`src/rtl/y_stream_out.sv`:
```
// Output-side consumer of the SSM block: captures the y vector on y_valid and
// streams it as LANES-wide beats over valid/ready, flagging frames that arrive while busy.
//
// state    | meaning
// S_IDLE   | no frame held, waiting for y_valid
// S_STREAM | frame held in frame_q, presenting beat_q downstream

module y_stream_out #(
   parameter int B     = 1,
   parameter int H     = 4,
   parameter int P     = 4,
   parameter int DW    = 16,
   parameter int LANES = 4,
   localparam int HW   = (H > 1) ? $clog2(H) : 1
) (
   input  logic                  clk,
   input  logic                  rst,
   input  logic                  y_valid,
   input  logic [B*H*P*DW-1:0]   y_flat,
   input  logic                  out_ready,
   output logic                  out_valid,
   output logic [LANES*DW-1:0]   out_data,
   output logic [HW-1:0]         out_head,
   output logic                  out_last,
   output logic                  frame_done,
   output logic                  busy,
   output logic                  drop_err,
   output logic [7:0]            drop_cnt,
   input  logic                  clear_err
);

   localparam int TOTAL = B * H * P;
   localparam int BEATS = TOTAL / LANES;
   localparam int BTW   = (BEATS > 1) ? $clog2(BEATS) : 1;

   typedef enum logic {
      S_IDLE   = 1'b0,
      S_STREAM = 1'b1
   } state_t;

   state_t               state_q, state_d;
   logic [BTW-1:0]       beat_q, beat_d;
   logic [TOTAL*DW-1:0]  frame_q;
   logic                 frame_done_q;
   logic                 drop_err_q;
   logic [7:0]           drop_cnt_q;

   logic                 capture;
   logic                 xfer;
   logic                 at_last;
   logic                 xfer_last;
   logic                 drop;

   always_ff @(posedge clk or negedge rst) begin
      if (!rst) begin
         state_q <= S_IDLE;
         beat_q  <= '0;
      end else begin
         state_q <= state_d;
         beat_q  <= beat_d;
      end
   end

   always_comb begin
      state_d   = state_q;
      beat_d    = beat_q;
      capture   = 1'b0;
      drop      = 1'b0;
      xfer      = (state_q == S_STREAM) && out_ready;
      at_last   = (beat_q == BTW'(BEATS - 1));
      xfer_last = xfer && at_last;
      case (state_q)
         S_IDLE: begin
            if (y_valid) begin
               capture = 1'b1;
               beat_d  = '0;
               state_d = S_STREAM;
            end
         end
         S_STREAM: begin
            if (xfer) begin
               if (at_last) begin
                  beat_d = '0;
                  // a new frame landing exactly on the last transfer is taken without a bubble
                  if (y_valid) capture = 1'b1;
                  else         state_d = S_IDLE;
               end else begin
                  beat_d = beat_q + 1'b1;
               end
            end
            if (y_valid && !xfer_last) drop = 1'b1;
         end
         default: begin
            state_d = S_IDLE;
            beat_d  = '0;
         end
      endcase
   end

   always_ff @(posedge clk or negedge rst) begin
      if (!rst) begin
         frame_q      <= '0;
         frame_done_q <= 1'b0;
      end else begin
         if (capture) frame_q <= y_flat;
         frame_done_q <= xfer_last;
      end
   end

   // drop wins over a same-cycle clear so the collision is never silently lost
   always_ff @(posedge clk or negedge rst) begin
      if (!rst) begin
         drop_err_q <= 1'b0;
         drop_cnt_q <= '0;
      end else if (drop) begin
         drop_err_q <= 1'b1;
         if (clear_err)                drop_cnt_q <= 8'd1;
         else if (drop_cnt_q != 8'hFF) drop_cnt_q <= drop_cnt_q + 8'd1;
      end else if (clear_err) begin
         drop_err_q <= 1'b0;
         drop_cnt_q <= '0;
      end
   end

   always_comb begin
      int beat_idx;
      int head_idx;
      beat_idx = int'(beat_q);
      head_idx = ((beat_idx * LANES) / P) % H;
      out_data = '0;
      out_head = '0;
      if (state_q == S_STREAM) begin
         out_data = frame_q[beat_idx*LANES*DW +: LANES*DW];
         out_head = HW'(head_idx);
      end
   end

   assign out_valid  = (state_q == S_STREAM);
   assign busy       = (state_q == S_STREAM);
   assign out_last   = (state_q == S_STREAM) && at_last;
   assign frame_done = frame_done_q;
   assign drop_err   = drop_err_q;
   assign drop_cnt   = drop_cnt_q;

endmodule

```
`config.mk`:
```
export PLATFORM = sky130hd
export DESIGN_NAME = y_stream_out
export DESIGN_NICKNAME = d
export VERILOG_FILES = /design/src/rtl/y_stream_out.sv
export SDC_FILE = /design/constraint.sdc
export NUM_CORES = 1
export LEC_CHECK = 0
export CORE_ASPECT_RATIO = 0.7
export CORE_MARGIN = 5
export CORE_UTILIZATION = 49
export DETAILED_ROUTE_END_ITERATION = 8
export HOLD_SLACK_MARGIN = 0.08
export PLACE_DENSITY = 0.87
export SLEW_MARGIN = 0
export SYNTH_ARGS = -nofsm -noshare
export SYNTH_HDL_FRONTEND = slang
export SYNTH_SLANG_ARGS = --single-unit
export TNS_END_PERCENT = 30
```
`constraint.sdc`:
```
create_clock -name clk -period 2.3 [get_ports clk]
set_clock_uncertainty 0.1 [all_clocks]
set_input_delay 0.23 -clock clk [delete_from_list [all_inputs] [get_ports clk]]
set_output_delay 0.23 -clock clk [all_outputs]
set_load 0.1 [all_outputs]
```
==> out/qor.yml, run 1 <==
outcome: "finished with violations"
violations: "negative setup slack"
syn_avg_cell_area_um2: 16.08
path_clk_slew_ns: 0.06
overflow: 0
post_drt_wl_per_cell_um: 23.49
cp.required_ns: 1.97
drc: 0
cts_made_buffers: 27
rsz0062_at_grt: "yes"
core-area_um2: 24620
setup_viol: 82
crit_path_frequent_cell: "buf_12"
antenna_found_initial: 10
slew_viol_final: 0
synth_edf_count: 0
crit_path_end_kind: "primary output"
root_buffer: "clkbuf_16"
grt_pass1_vias: 8862
die_h_um: 142.3
dieArea_um2: 28320
crit_slowest_cell: "mux4_2"
die_w_um: 199.0
relSlewSlack_pct: 64.57
grt_max_degree: 68
slowest_delay_ns: 0.54
cts_htree_levels: 1
final_cell_mix: "266 x dfrtp_1, 259 x clkdlybuf4s50_1, 257 x mux2_2, 78 x buf_12"
port_buffers: 339
drive_gt1_share_pct: 49.21
ys.warnings.count: 0
cts_buffer_depth: 3
cts_tree: "built"
synth-main-ff-cell: "dfrtp_1"
synthTopCellsByArea: "dfrtp_1 55%, mux2_2 24%, mux4_2 12%, and2_1 3.4%, buf_6 2.3%"
num_rows: 48
worstSkewPairLatency_ns: 0.52
finalCriticalPeriod_ns: 2.521
finalWorstSetupSlack_ns: -0.2206
crit_path_start_kind: "register"
initial_core_util_pct: 49.76
ys_types: 36
yosys.area.top_type: "dfrtp_1"
max_freq_mhz: 396.7
dr.pass1.iters: 4
routed_via_density: 5.481
gp_congestion: 0.8510
num_vias: 8024
wirelength_um: 34380
layout_commonest_cell: "dfrtp_1"
dp_hpwl_um: 23770
areaGrowthSynthToFinish_pct: 47.07
hp-class: "in2async"
syn_nets: 1025
ys_seq_elements: 269
syn_inst: 762
critPathKind: "reg2out"
postRouteAntennaNets: 0
hold_viol: 0
io_pins: 340
synth.cell_area_um2: 12250
post-route-period-util_pct: 109.6
tightest_slew_ns: 0.5315
async_flop_share_pct: 100.0
maxCapViolCount: 0
fin_cells: 1464
clock-sinks: 269
nets: 1379
grt_usage_pct: 23.82
grt_pass1_wl_um: 51810
ys_seq_area_share_pct: 54.94
drtIter0Drc: 269
crit_fanout: 7
cp_data_arrival_time_ns: 2.19
worstPathCellList: "buf_12 > buf_16 > mux4_2 > and2_4 > buf_12"
placed_cells: 1399
synth_top_area_share_pct: 54.94
==> flip-flops by register name, summed over array words and instances (netlist names) <==
signal / cells
drop_err: 1
busy: 1
beat_q: 2
frame_done: 1
frame_q: 256
drop_cnt: 8
==> cells by family after synthesis <==
group | count (synthesis) | share of synthesized area [%]
multiplexers | 322 | 35.46
adder cells (fa/ha/maj) | 2 | 0.2042
flip-flops | 269 | 54.94
buffers and inverters | 57 | 3.533
AND/OR/NAND/NOR | 92 | 4.605
AO/OA/AOI/OAI | 20 | 1.256
==> worst paths after layout <==
check,slack [ns],end,depth (start not counted),from
max,-0.22,out_data[50],5,beat_q[0]$_DFFE_PN0P_
min,0.13,frame_q[251]$_DFFE_PN0P_,2,rst
max reg2reg,-0.02,frame_q[125]$_DFFE_PN0P_,7,beat_q[0]$_DFFE_PN0P_
min reg2reg,0.40,frame_q[236]$_DFFE_PN0P_,1,frame_q[236]$_DFFE_PN0P_
max in group asynchronous,1.21,frame_q[152]$_DFFE_PN0P_,3,rst
min in group clk,0.22,frame_q[141]$_DFFE_PN0P_,2,y_flat[141]
==> cell usage after synthesis (all sizes together) (2+ instances only) <==
cell      n
nor3      4
dfrtp   269
nor4      2
buf      42
and2     67
nand2     7
and3      2
clkbuf   11
a21oi     3
inv       4
mux4     64
o211ai    3
nor2      3
nand4     2
nand3     2
mux2    257
ha        2
o21ai     3
o31ai     2
==> metrics by stage <==
stage          setup slack (ns)  hold WS [ns]  cell area [um^2]  util [%]  TNS [ns]
6_report                -0.2206        0.1312             18020     73.19    -10.75
5_1_grt                 -0.2934        0.1613             18020     73.17    -17.52
4_1_cts                 -0.2687        0.1403             17900     72.69    -14.34
3_5_place_dp             0.1523       0.09085             16690     67.80         0
3_3_place_gp             0.1873       0.08635             16690     67.80         0
2_1_floorplan           -0.1624       -0.1656             12290         -    -6.454
==> critical path: cells and delay by family (launching register included) <==
kind	cells	cell delay [ns]
multiplexers	1	0.54
AND/OR/NAND/NOR	1	0.19
buffers and inverters	3	0.48
flip-flops	1	0.44
==> metal layers <==
layer	track usage, %	vias up	share of wire [%]
met1	31.06	4122	39
met4	6.223	14	2.6
li1	-	3517	-
met3	8.495	64	9.8
met5	0	-	0.20
met2	38.56	307	48
==> timing repair <==
| item | in CTS | in global routing |
|---|---|---|
| endpoints found under the setup margin | 64 | 118 |
| hold endpoints to repair | 269 | 0 |
| buffers inserted | 5 | 2 |
| hold buffers | 1 | 0 |
| pin swaps | 0 | 1 |
| resized for setup | 61 | 18 |
| gates cloned | 4 | 3 |
==> final cells by class <==
class | instances | area [um^2]
tap | 325 | 406.6
fill | 1491 | 6603
antenna | 5 | 12.51
timing repair buffer | 378 | 4696
clock inverter | 9 | 103.9
multi-input combinational | 436 | 5260
sequential | 269 | 6740
clock buffer | 38 | 787.0
inverter | 4 | 15.01
Power of run 1 is not shown: default switching activity piles up to over one toggle a cycle in this logic, so the estimate is an artifact.
==> inputs of run 2 (changes only) <==
- CORE_ASPECT_RATIO: 0.7 -> default
- CORE_MARGIN: 5 -> default
- SLEW_MARGIN: 0 -> 20
==> out/qor.yml, run 2 (same netlist as run 1, synthesis figures left out) <==
outcome: "finished with violations"
violations: "negative setup slack"
r2r_slack_ns: 0.15
utilization_pct: 74.99
relSlewSlack_pct: 57.24
hp-class: "in2async"
final.setup.tns_ns: -13.76
cp_data_arrival_time_ns: 2.23
finalCriticalPeriod_ns: 2.562
die_h_um: 160.1
drc: 0
hold_viol: 0
maxCapViolCount: 0
port_buffers: 339
crit_path_frequent_cell: "buf_12"
fin_area_um2: 18290
tightest_slew_ns: 0.6414
nFillCells: 1437
gp_congestion: 0.8380
top_register: "frame_q"
crit_slowest_cell: "mux4_2"
clock-sinks: 269
largest_reg_flops: 256
slew_viol_final: 0
place_area_um2: 16820
num_vias: 8034
worstSkewPairLatency_ns: 0.53
crit_fanout: 8
rsz0062_at_grt: "yes"
cts_htree_levels: 1
overflow: 0
grt_usage_pct: 25.13
postRouteAntennaNets: 0
final_cell_mix: "266 x dfrtp_1, 259 x clkdlybuf4s50_1, 257 x mux2_2, 89 x buf_12, 64 x mux4_2"
max_freq_mhz: 390.3
reg2reg_depth: 6
slowest_delay_ns: 0.52
finalWorstSetupSlack_ns: -0.2621
crit_path_end_kind: "primary output"
r2r_start: "beat_q[0]$_DFFE_PN0P_"
cts_tree: "built"
grt_max_degree: 62
initial_core_util_pct: 50.24
critPathKind: "reg2out"
grt_pass1_vias: 8881
path_delay_family: "multiplexers"
io_pins: 340
routed_via_density: 5.458
cts_made_buffers: 29
holdWs_ns: 0.1419
reg2reg_to: "frame_q[221]$_DFFE_PN0P_"
crit_path_start_kind: "register"
die_w_um: 160.1
drive_gt1_share_pct: 49.78
core-area_um2: 24390
num_rows: 57
nets: 1389
dp_hpwl_um: 22050
antenna_found_initial: 1
root_buffer: "clkbuf_16"
dr.pass1.iters: 4
path_depth: 5
areaGrowthSynthToFinish_pct: 49.28
setup_viol: 64
path_clk_slew_ns: 0.06
cts_buffer_depth: 3
cp.required_ns: 1.97
worstPathCellList: "buf_12 > buf_16 > mux4_2 > and2_4 > buf_12"
dieArea_um2: 25640
drtIter0Drc: 465
wirelength_um: 33190
post_drt_wl_per_cell_um: 22.55
layout_commonest_cell: "dfrtp_1"
grt_pass1_wl_um: 49490
crit_buf_inv: 3
post-route-period-util_pct: 111.4
-- run 2: changes by cell type in the layout (fill, tap and decap cells not counted), moves of 2 or more --
cell,previous run,this run
diode_2,5,1
buf_12,78,89
buf_16,8,3
buf_6,3,1
bufinv_16,2,5
clkbuf_16,30,35
-- run 2: through the flow --
stage / setup slack (ns) / cells
finish: -0.2621 / 1472
detailed placement: 0.1886 / 1402
floorplan: -0.1624 / 762
global route: -0.3162 / 1472
global placement: 0.2172 / 1402
CTS: -0.3335 / 1456
-- run 2: worst register-to-register path: stages (launching register included) --
cell	delay, ns
dfrtp_4	0.53
ha_1	0.27
a21bo_2	0.26
nand2_4	0.11
buf_12	0.18
buf_12	0.21
mux2_2	0.37
-- run 2: cell type report --
class | count | area, um^2 | share of cell area [%]
timing repair buffer | 386 | 4846 | 26.49
clock buffer | 39 | 823.3 | 4.501
tap | 324 | 405.4 | 2.216
sequential | 269 | 6740 | 36.85
multi-input combinational | 436 | 5259 | 28.75
inverter | 4 | 15.01 | 0.08208
antenna | 1 | 2.502 | 0.01368
clock inverter | 13 | 200.2 | 1.094
-- run 2: layer usage --
metal | part of all wire [%] | GRT usage, % | vias to the layer above
met5 | 0 | 0 | -
met4 | 4.0 | 9.134 | 0
met3 | 7.0 | 6.727 | 81
met2 | 52 | 43.81 | 317
met1 | 37 | 29.83 | 4108
li1 | - | - | 3528
-- run 2: how the worst max path moves through the flow --
stage | to | startpoint | slack (ns)
global placement | out_data[32] | beat_q[0]$_DFFE_PN0P_ | 0.22
detailed placement | frame_q[221]$_DFFE_PN0P_ | beat_q[0]$_DFFE_PN0P_ | 0.19
global route | out_data[20] | beat_q[0]$_DFFE_PN0P_ | -0.32
finish | out_data[20] | beat_q[0]$_DFFE_PN0P_ | -0.26
CTS | out_data[61] | beat_q[0]$_DFFE_PN0P_ | -0.33
floorplan | out_data[43] | busy$_DFF_PN0_ | -0.16
-- run 2: what timing repair did --
item / 4_1_cts / 5_1_grt
setup buffers: 0 / 7
gates resized for setup: 42 / 28
gates cloned: 1 / 8
endpoints found under the hold margin: 269 / 0
endpoints found under the setup margin: 64 / 64
hold buffers: 1 / 0
Power of run 2 is left out for the same reason.
==> inputs of run 3 (changes only) <==
- ABC_AREA: default -> 0
- CTS_BUF_LIST: default -> sky130_fd_sc_hd__clkbuf_8 sky130_fd_sc_hd__clkbuf_16
==> out/qor.yml, run 3 (same netlist as run 1, synthesis figures left out) <==
outcome: "finished with violations"
violations: "negative setup slack"
die_w_um: 160.1
core-area_um2: 24390
cp_data_arrival_time_ns: 2.24
nets: 1389
post-route-period-util_pct: 111.5
grt_pass1_vias: 8881
post_drt_wl_per_cell_um: 22.55
rsz0062_at_grt: "yes"
drc: 0
wirelength_um: 33200
dp_hpwl_um: 22050
num_vias: 8052
clock-sinks: 269
largest_reg_flops: 256
crit_buf_inv: 3
crit_path_end_kind: "primary output"
tightest_slew_ns: 0.6418
cp.required_ns: 1.97
cts_made_buffers: 29
max_freq_mhz: 389.8
dieArea_um2: 25640
port_buffers: 339
finalWorstSetupSlack_ns: -0.2651
grt_pass1_wl_um: 49480
slowest_delay_ns: 0.52
path_delay_family: "multiplexers"
routed_via_density: 5.470
areaGrowthSynthToFinish_pct: 49.28
cts_buffer_depth: 3
crit_slowest_cell: "mux4_2"
root_buffer: "clkbuf_16"
io_pins: 340
path_clk_slew_ns: 0.06
initial_core_util_pct: 50.24
finalCriticalPeriod_ns: 2.565
setup_viol: 64
relSlewSlack_pct: 57.21
drtIter0Drc: 480
gp_congestion: 0.8380
cts_htree_levels: 1
maxCapViolCount: 0
worstPathCellList: "buf_12 > buf_16 > mux4_2 > and2_4 > buf_12"
top_register: "frame_q"
postRouteAntennaNets: 0
slew_viol_final: 0
drive_gt1_share_pct: 49.78
crit_path_start_kind: "register"
grt_max_degree: 62
grt_usage_pct: 25.12
num_rows: 57
post-place-ws_ns: 0.1886
die_h_um: 160.1
cts_tree: "built"
overflow: 0
hold_viol: 0
dr.pass1.iters: 4
final_cell_mix: "266 x dfrtp_1, 259 x clkdlybuf4s50_1, 257 x mux2_2, 89 x buf_12, 64 x mux4_2"
critPathKind: "reg2out"
crit_fanout: 8
antenna_found_initial: 1
layout_commonest_cell: "dfrtp_1"
hp-class: "in2async"
worstSkewPairLatency_ns: 0.53
crit_path_frequent_cell: "buf_12"
==> run 3: what timing repair did <==
action | 4_1_cts | 5_1_grt
hold buffers | 1 | 0
hold endpoints to repair | 269 | 0
setup endpoints to repair | 64 | 64
resized for setup | 42 | 28
setup buffers | 0 | 7
cloned | 1 | 8
==> run 3: layout make-up <==
cell class | instances | area (um^2)
Sequential cell | 269 | 6740
Clock buffer | 35 | 808.3
Fill cell | 1437 | 6100
Timing Repair Buffer | 386 | 4846
Clock inverter | 17 | 215.2
Antenna cell | 1 | 2.502
Tap cell | 324 | 405.4
Multi-Input combinational cell | 436 | 5259
Inverter | 4 | 15.01
==> run 3: final timing paths <==
path                                     startpoint                  endpoint  slack (ns)  cells past startpoint
max reg2reg                   beat_q[0]$_DFFE_PN0P_  frame_q[221]$_DFFE_PN0P_        0.15                      6
max in group asynchronous                       rst  frame_q[240]$_DFFE_PN0P_        1.26                      3
min in group clk                         y_flat[82]   frame_q[82]$_DFFE_PN0P_        0.21                      2
min                                             rst   frame_q[59]$_DFFE_PN0P_        0.14                      2
min reg2reg                frame_q[169]$_DFFE_PN0P_  frame_q[169]$_DFFE_PN0P_        0.40                      1
max                           beat_q[0]$_DFFE_PN0P_              out_data[20]       -0.27                      5
==> run 3: per-layer routing <==
metal | GRT usage, % | share of wire (%)
met1 | 29.81 | 36
met2 | 43.81 | 53
met3 | 6.727 | 7.0
met4 | 9.134 | 4.1
met5 | 0 | 0
==> run 3: metrics by stage <==
step	util (%)	setup TNS (ns)	hold slack (ns)	instances	area, um^2
floorplan	-	-6.454	-0.1656	762	12290
global placement	68.98	0	0.1088	1402	16820
detailed placement	68.98	0	0.1159	1402	16820
CTS	73.64	-15.90	0.1536	1456	17960
global route	74.99	-17.49	0.1727	1472	18290
finish	74.99	-13.75	0.1428	1472	18290
==> run 3: worst reg2reg max path: cells and delay by family, from the launching register on <==
family,cells,cell delay [ns]
fa+ha+maj,1,0.27
buf+inv,2,0.39
flops,1,0.53
compound gates,1,0.26
simple gates,1,0.11
mux,1,0.37
Power of run 3 is left out for the same reason.
